<file path="src/rtl/riscv_defs.sv">
// riscv_defs: definitions shared by the RISCVunicycle support blocks.
// Contents:
//   XLEN              - machine word width
//   DEFAULT_BASE_ADDR - default byte address of the loaded instruction image
//   loader_state_t    - imem_loader FSM state encodings
//   csum_add          - checksum accumulate (sum modulo 2^XLEN)
package riscv_defs;

   localparam int XLEN = 32;

   localparam logic [XLEN-1:0] DEFAULT_BASE_ADDR = 32'h0000_0000;

   typedef enum logic [1:0] {
      LOAD  = 2'd0,
      WRITE = 2'd1,
      DONE  = 2'd2
   } loader_state_t;

   // The carry out of bit XLEN-1 is dropped, which gives the modulo-2^XLEN sum.
   function automatic logic [XLEN-1:0] csum_add(input logic [XLEN-1:0] acc,
                                                 input logic [XLEN-1:0] word);
      csum_add = acc + word;
   endfunction

endpackage

</file>
<file path="src/rtl/loader_word_asm.sv">
// loader_word_asm: packs a little-endian byte stream into XLEN-bit words.
// Ports:
//   clock     in   rising-edge clock
//   rst       in   asynchronous active-high reset (drops any partial word)
//   clr       in   synchronous clear of the word and the byte index
//   byte_en   in   accept byte_in on this edge
//   byte_in   in   8-bit stream byte
//   word      out  assembly register; holds the complete word after byte 3
//   last_byte out  the next accepted byte completes the word (byte index == 3)
module loader_word_asm
   import riscv_defs::*;
(
   input  logic            clock,
   input  logic            rst,
   input  logic            clr,
   input  logic            byte_en,
   input  logic [7:0]      byte_in,
   output logic [XLEN-1:0] word,
   output logic            last_byte
);

   logic [XLEN-1:0] word_r;
   logic [1:0]      byte_idx_r;

   // Shift register plus byte index. Each new byte enters at the top and
   // moves down, so after four bytes byte k sits in bits [8k+7:8k].
   always_ff @(posedge clock or posedge rst) begin
      if (rst) begin
         word_r     <= {XLEN{1'b0}};
         byte_idx_r <= 2'd0;
      end else if (clr) begin
         word_r     <= {XLEN{1'b0}};
         byte_idx_r <= 2'd0;
      end else if (byte_en) begin
         word_r     <= {byte_in, word_r[XLEN-1:8]};
         byte_idx_r <= byte_idx_r + 2'd1;   // 3 wraps to 0
      end
   end

   assign word      = word_r;
   assign last_byte = (byte_idx_r == 2'd3);

endmodule

</file>
<file path="src/rtl/imem_loader.sv">
// imem_loader: loads NUM_WORDS instruction words from a byte stream into
// instruction memory and holds the core in reset until the image is in place.
// Ports:
//   clock      in   rising-edge clock
//   rst        in   asynchronous active-high reset
//   in_valid   in   byte stream valid
//   in_data    in   byte stream data, little-endian within a word
//   in_ready   out  a byte is accepted this cycle when in_valid is also high
//   reload     in   single-cycle restart request, honoured only once DONE
//   imem_we    out  one-cycle instruction-memory write strobe
//   imem_addr  out  word-aligned byte address of the current write
//   imem_wdata out  word being written
//   cpu_rst    out  core reset, released only once DONE
//   done       out  load complete
//   checksum   out  sum modulo 2^32 of all words written in this load
module imem_loader
   import riscv_defs::*;
#(
   parameter int              NUM_WORDS = 64,
   parameter logic [XLEN-1:0] BASE_ADDR = DEFAULT_BASE_ADDR
)
(
   input  logic            clock,
   input  logic            rst,
   input  logic            in_valid,
   input  logic [7:0]      in_data,
   output logic            in_ready,
   input  logic            reload,
   output logic            imem_we,
   output logic [XLEN-1:0] imem_addr,
   output logic [XLEN-1:0] imem_wdata,
   output logic            cpu_rst,
   output logic            done,
   output logic [XLEN-1:0] checksum
);

   // One spare bit so the count can reach NUM_WORDS after the final write
   // without wrapping.
   localparam int               CNT_W    = $clog2(NUM_WORDS + 1);
   localparam logic [CNT_W-1:0] LAST_IDX = CNT_W'(NUM_WORDS - 1);

   loader_state_t   state_r;
   loader_state_t   state_s;
   logic [CNT_W-1:0] word_cnt_r;
   logic [XLEN-1:0] addr_r;
   logic [XLEN-1:0] checksum_r;
   logic            in_ready_r;
   logic            imem_we_r;
   logic            done_r;
   logic            cpu_rst_r;
   logic            accept_s;
   logic            clr_s;
   logic            leave_write_s;
   logic [XLEN-1:0] asm_word_s;
   logic            last_byte_s;

   assign accept_s      = in_valid & in_ready_r;
   assign leave_write_s = (state_r == WRITE);

   loader_word_asm u_word_asm (
      .clock     (clock),
      .rst       (rst),
      .clr       (clr_s),
      .byte_en   (accept_s),
      .byte_in   (in_data),
      .word      (asm_word_s),
      .last_byte (last_byte_s)
   );

   // Next-state logic; clr_s restarts the load when reload arrives in DONE.
   always_comb begin
      state_s = state_r;
      clr_s   = 1'b0;
      case (state_r)
         LOAD: begin
            if (accept_s && last_byte_s) begin
               state_s = WRITE;
            end else begin
               state_s = LOAD;
            end
         end
         WRITE: begin
            if (word_cnt_r == LAST_IDX) begin
               state_s = DONE;
            end else begin
               state_s = LOAD;
            end
         end
         DONE: begin
            if (reload) begin
               state_s = LOAD;
               clr_s   = 1'b1;
            end else begin
               state_s = DONE;
            end
         end
         default: begin
            state_s = LOAD;
         end
      endcase
   end

   // State register; the status outputs are decoded from the next state so
   // they are registered yet always agree with the current state.
   always_ff @(posedge clock or posedge rst) begin
      if (rst) begin
         state_r    <= LOAD;
         in_ready_r <= 1'b1;
         imem_we_r  <= 1'b0;
         done_r     <= 1'b0;
         cpu_rst_r  <= 1'b1;
      end else begin
         state_r    <= state_s;
         in_ready_r <= (state_s == LOAD);
         imem_we_r  <= (state_s == WRITE);
         done_r     <= (state_s == DONE);
         cpu_rst_r  <= (state_s != DONE);
      end
   end

   // Word counter, write address and checksum advance as WRITE is left.
   always_ff @(posedge clock or posedge rst) begin
      if (rst) begin
         word_cnt_r <= {CNT_W{1'b0}};
         addr_r     <= BASE_ADDR;
         checksum_r <= {XLEN{1'b0}};
      end else if (clr_s) begin
         word_cnt_r <= {CNT_W{1'b0}};
         addr_r     <= BASE_ADDR;
         checksum_r <= {XLEN{1'b0}};
      end else if (leave_write_s) begin
         word_cnt_r <= word_cnt_r + CNT_W'(1);
         addr_r     <= addr_r + 32'd4;
         checksum_r <= csum_add(checksum_r, asm_word_s);
      end
   end

   assign in_ready   = in_ready_r;
   assign imem_we    = imem_we_r;
   assign imem_addr  = addr_r;
   assign imem_wdata = asm_word_s;
   assign cpu_rst    = cpu_rst_r;
   assign done       = done_r;
   assign checksum   = checksum_r;

endmodule

</file>
<file path="config.mk">
export PLATFORM = sky130hd
export DESIGN_NAME = imem_loader
export DESIGN_NICKNAME = d
export VERILOG_FILES = /design/src/rtl/riscv_defs.sv /design/src/rtl/loader_word_asm.sv /design/src/rtl/imem_loader.sv
export SDC_FILE = /design/constraint.sdc
export NUM_CORES = 1
export LEC_CHECK = 0
export BUFFER_PORTS_ARGS = -buffer_cell sky130_fd_sc_hd__buf_2
export CAP_MARGIN = 30
export CORE_AREA = 3 3 108 110
export CTS_CLUSTER_DIAMETER = 80
export DETAILED_ROUTE_END_ITERATION = 16
export DIE_AREA = 0 0 111 113
export HOLD_SLACK_MARGIN = 0.03
export PLACE_DENSITY = 0.81
export SYNTH_ARGS = -nofsm -noshare
export SYNTH_HDL_FRONTEND = slang
export SYNTH_HIERARCHICAL = 1
export SYNTH_SLANG_ARGS = --single-unit
</file>
<file path="constraint.sdc">
create_clock -name clock -period 8.2 [get_ports clock]
set_input_delay 0.41 -clock clock [delete_from_list [all_inputs] [get_ports clock]]
set_output_delay 0.41 -clock clock [all_outputs]
set_load 0.005 [all_outputs]
</file>
==> run_results.csv <==
group,metric,value,unit
placement,post-place-ws,5190,ps
yosys,seq_area_frac_synth,0.442,
power,pwr-share-clk,0.096,
floorplanning,core_area,10800,sq um
yosys,synth_simple_gate_area_frac,0.181,
layout,fin_nets,793,
critical_path,worstPathRequired,8440,ps
power,pwr-share-seq,0.329,
layout,stdcell_count,891,
route,num_vias,5320,
placement,post-place-cells,872,
clock_network,cts_sinks,109,
sta,setup_viol,0,
layout,area_growth_syn_to_layout,13.8,%
sta,timing.setup.tns,0,ps
global_routing,grt-ovfl-total,0,
route,viasPerCell,5.97,
yosys,avgSynthCellArea,9.56,sq um
yosys,postSynthCellCount,646,
yosys,synth_xor_area_frac,0.0383,
power,leakagePower,3.42,nW
worst_hold_path,hp-class,"in -> reg",
sta,finalHoldViolations,0,
worst_hold_path,holdPathStages,3,
power,p_int,1.74,mW
placement,numPortBuffers,109,
clock_network,cts_tree,"done",
placement,gp_congestion,0.918,
critical_path,crit_path_end_kind,"flop",
floorplanning,row_count,38,
floorplanning,die_h,113,microns
clock_network,clk_path_buf_depth,2,
yosys,async_reset_ff_frac,1.00,
route,first_iter_violations,439,
yosys,synthAdderAreaFrac,0.0722,
layout,final_layout_size_suffix_gt1_frac,0.209,
global_routing,antenna_found_initial,0,
clock_network,numCtsBuffers,9,
sta,tightest_slew,963,ps
yosys,synth_common_cells,"dfrtp_1, nor2_1, nand3_1, o21ai_0, nand2_1",
floorplanning,start_util,0.572,
critical_path,worst-r2r-cell-count,10,
floorplanning,dieArea,12500,sq um
route,wl_per_cell,17.2,microns
power,p_per_area,465,nW/um^2
yosys,synth_cell_types,58,
yosys,synth_top_family_by_area,"simple AND/OR/NAND/NOR gates",
clock_network,htreeDepth,3,
clock_network,post_cts_resized,0,
job,maxCapViolations,0,
yosys,syn_area,6170,sq um
sta,slew_viol_final,0,
sta,maxSlewHeadroom,0.356,
yosys,synthTopCellsByArea,"dfrtp_1, ha_1, mux2i_1, nand3_1, o21ai_0",
route,antenna_left,0,
power,power.switching,1.52,mW
global_routing,grt_pass1_wl,25000,microns
yosys,synth_top_area_frac,0.434,
critical_path,worst-path-max-fanout,4,
critical_path,critPathKind,"reg -> reg",
global_routing,grt.total_usage,0.245,
yosys,synth_seq_cells,109,
yosys,synth_edf_count,0,
layout,num_antenna_cells,0,
sta,rsz0062_at_grt,"false",
yosys,synth_compound_area_frac,0.169,
sta,period_share,0.385,
yosys,synth_flop_cell,"dfrtp_1",
yosys,yosys-mux-area-fraction,0.0567,
clock_network,path_clk_slew,110,ps
global_routing,grt_pass1_vias,5060,
route,drc,0,
outcome,status,"finished, final reports clean",
floorplanning,ios,112,
power,comb_power_share,0.575,
layout,final_util,0.651,
clock_network,clk_latency,380,ps
critical_path,start_kind,"flop",
yosys,yosysWarnings,6,
clock_network,root_buffer,"clkbuf_8",
power,swShare,0.467,
placement,dp.final_hpwl,11000,microns
sta,finalCriticalPeriod,3150,ps
critical_path,worst_ep_arrival_time,3390,ps
sta,timing.fmax,317,MHz
route,wirelength,15300,microns
yosys,post-synth-top-count-cell,"dfrtp_1",
global_routing,grt_max_degree,76,
route,drt_pass1_iterations,5,
yosys,yosys.area.top_type,"dfrtp_1",
sta,skew,16.3,ps
sta,setup_slack,5050,ps
power,ir_drop,0.000294,V
floorplanning,dieWidth,111,microns
[repair_timing]
item	CTS	global route
buffers inserted	0	0
endpoints found under the hold margin	0	6
hold buffers	0	1
[per-stage QoR]
stage                     total power, mW  cell area, sq um  hold slack [ps]
after global placement               2.85              6730              467
after detailed placement             2.92              6780              495
after floorplan                      2.38              6180              458
final                                3.26              7020              281
after global routing                 3.56              7020              276
after CTS                            3.25              6970              125
[cell usage in the layout (no fill, tap or decap), types with 3 or more instances in the layout]
master / netlist / routed
dfrtp_1: 107 / 107
nor3_1: 4 / 4
a31oi_1: 4 / 4
clkbuf_8: 0 / 11
mux2i_1: 35 / 35
xnor2_1: 13 / 13
xor2_1: 14 / 14
o21ai_0: 63 / 63
o21bai_1: 3 / 3
buf_4: 3 / 4
a31o_2: 4 / 4
o21ai_1: 4 / 4
a21oi_1: 25 / 25
nor2b_1: 3 / 3
nand3_1: 63 / 63
o31ai_1: 10 / 10
inv_1: 13 / 12
nor2_1: 67 / 67
and4_1: 3 / 3
ha_1: 34 / 34
o211ai_1: 7 / 7
nand2_1: 59 / 59
and3_1: 10 / 10
buf_2: 4 / 109
nand4_1: 15 / 15
a21o_1: 14 / 14
or3_1: 3 / 3
[worst max-delay path, stage by stage, from the launching register on]
cell and delay [ps]:
dfrtp_1 420, ha_1 250, fa_1 400, a21oi_1 200, nor2_1 100, o21ai_0 370
o211ai_1 240, a21o_1 220, o41ai_1 520, xor2_1 200, o21ai_0 100
[area by class of cell]
cell class | count | area [sq um]
fill | 857 | 3770
multi-input combinational | 495 | 3200
sequential | 109 | 2730
timing repair buffer | 118 | 681
tap | 140 | 175
clock buffer | 11 | 151
inverter | 13 | 48.8
clock inverter | 5 | 35.0
[flip-flops by register name (all words and copies together) (netlist names)]
register and flops:
cpu_rst 1, checksum 32, done 1, state_r 2, in_ready 1, u_word_asm/word 32
imem_addr 30, word_cnt_r 7, imem_we 1, u_word_asm/byte_idx_r 2
[power by group through the flow]
stage               clock network, mW  registers, mW  logic (mW)
floorplan                           0           1.01        1.37
global placement                    0           1.06        1.79
detailed placement                  0           1.08        1.84
CTS                             0.320           1.07        1.86
global route                    0.346           1.11        2.10
finish                          0.314           1.07        1.88
[path summary, 6_finish.rpt]
kind / slack [ps] / to / start
hold / removal: 280 / u_word_asm/word[30] / in_data[6]
max in group asynchronous: 7070 / cpu_rst / rst
setup / recovery: 5050 / checksum[30] / u_word_asm/word[0]
hold reg to reg: 510 / word_cnt_r[5] / word_cnt_r[5]
setup reg to reg: 5050 / checksum[30] / u_word_asm/word[0]
min in group asynchronous: 530 / imem_addr[19] / rst
[cell families (layout without fill, tap and decap cells)]
family,after synthesis,after routing
compound gates,157,157
xor+xnor,27,27
fa+ha+maj,35,35
buf+inv,43,147
flops,109,109
mux,35,35
other cells,1,2
simple gates,239,239
[per-layer routing]
layer  vias up  share of wire  track usage
met2       162           0.49        0.412
met1      2586           0.43        0.317
met5         -              0            0
li1       2532              -            -
met3        40          0.048       0.0380
met4         0          0.030        0.105
(Power assumes the default switching activity.)
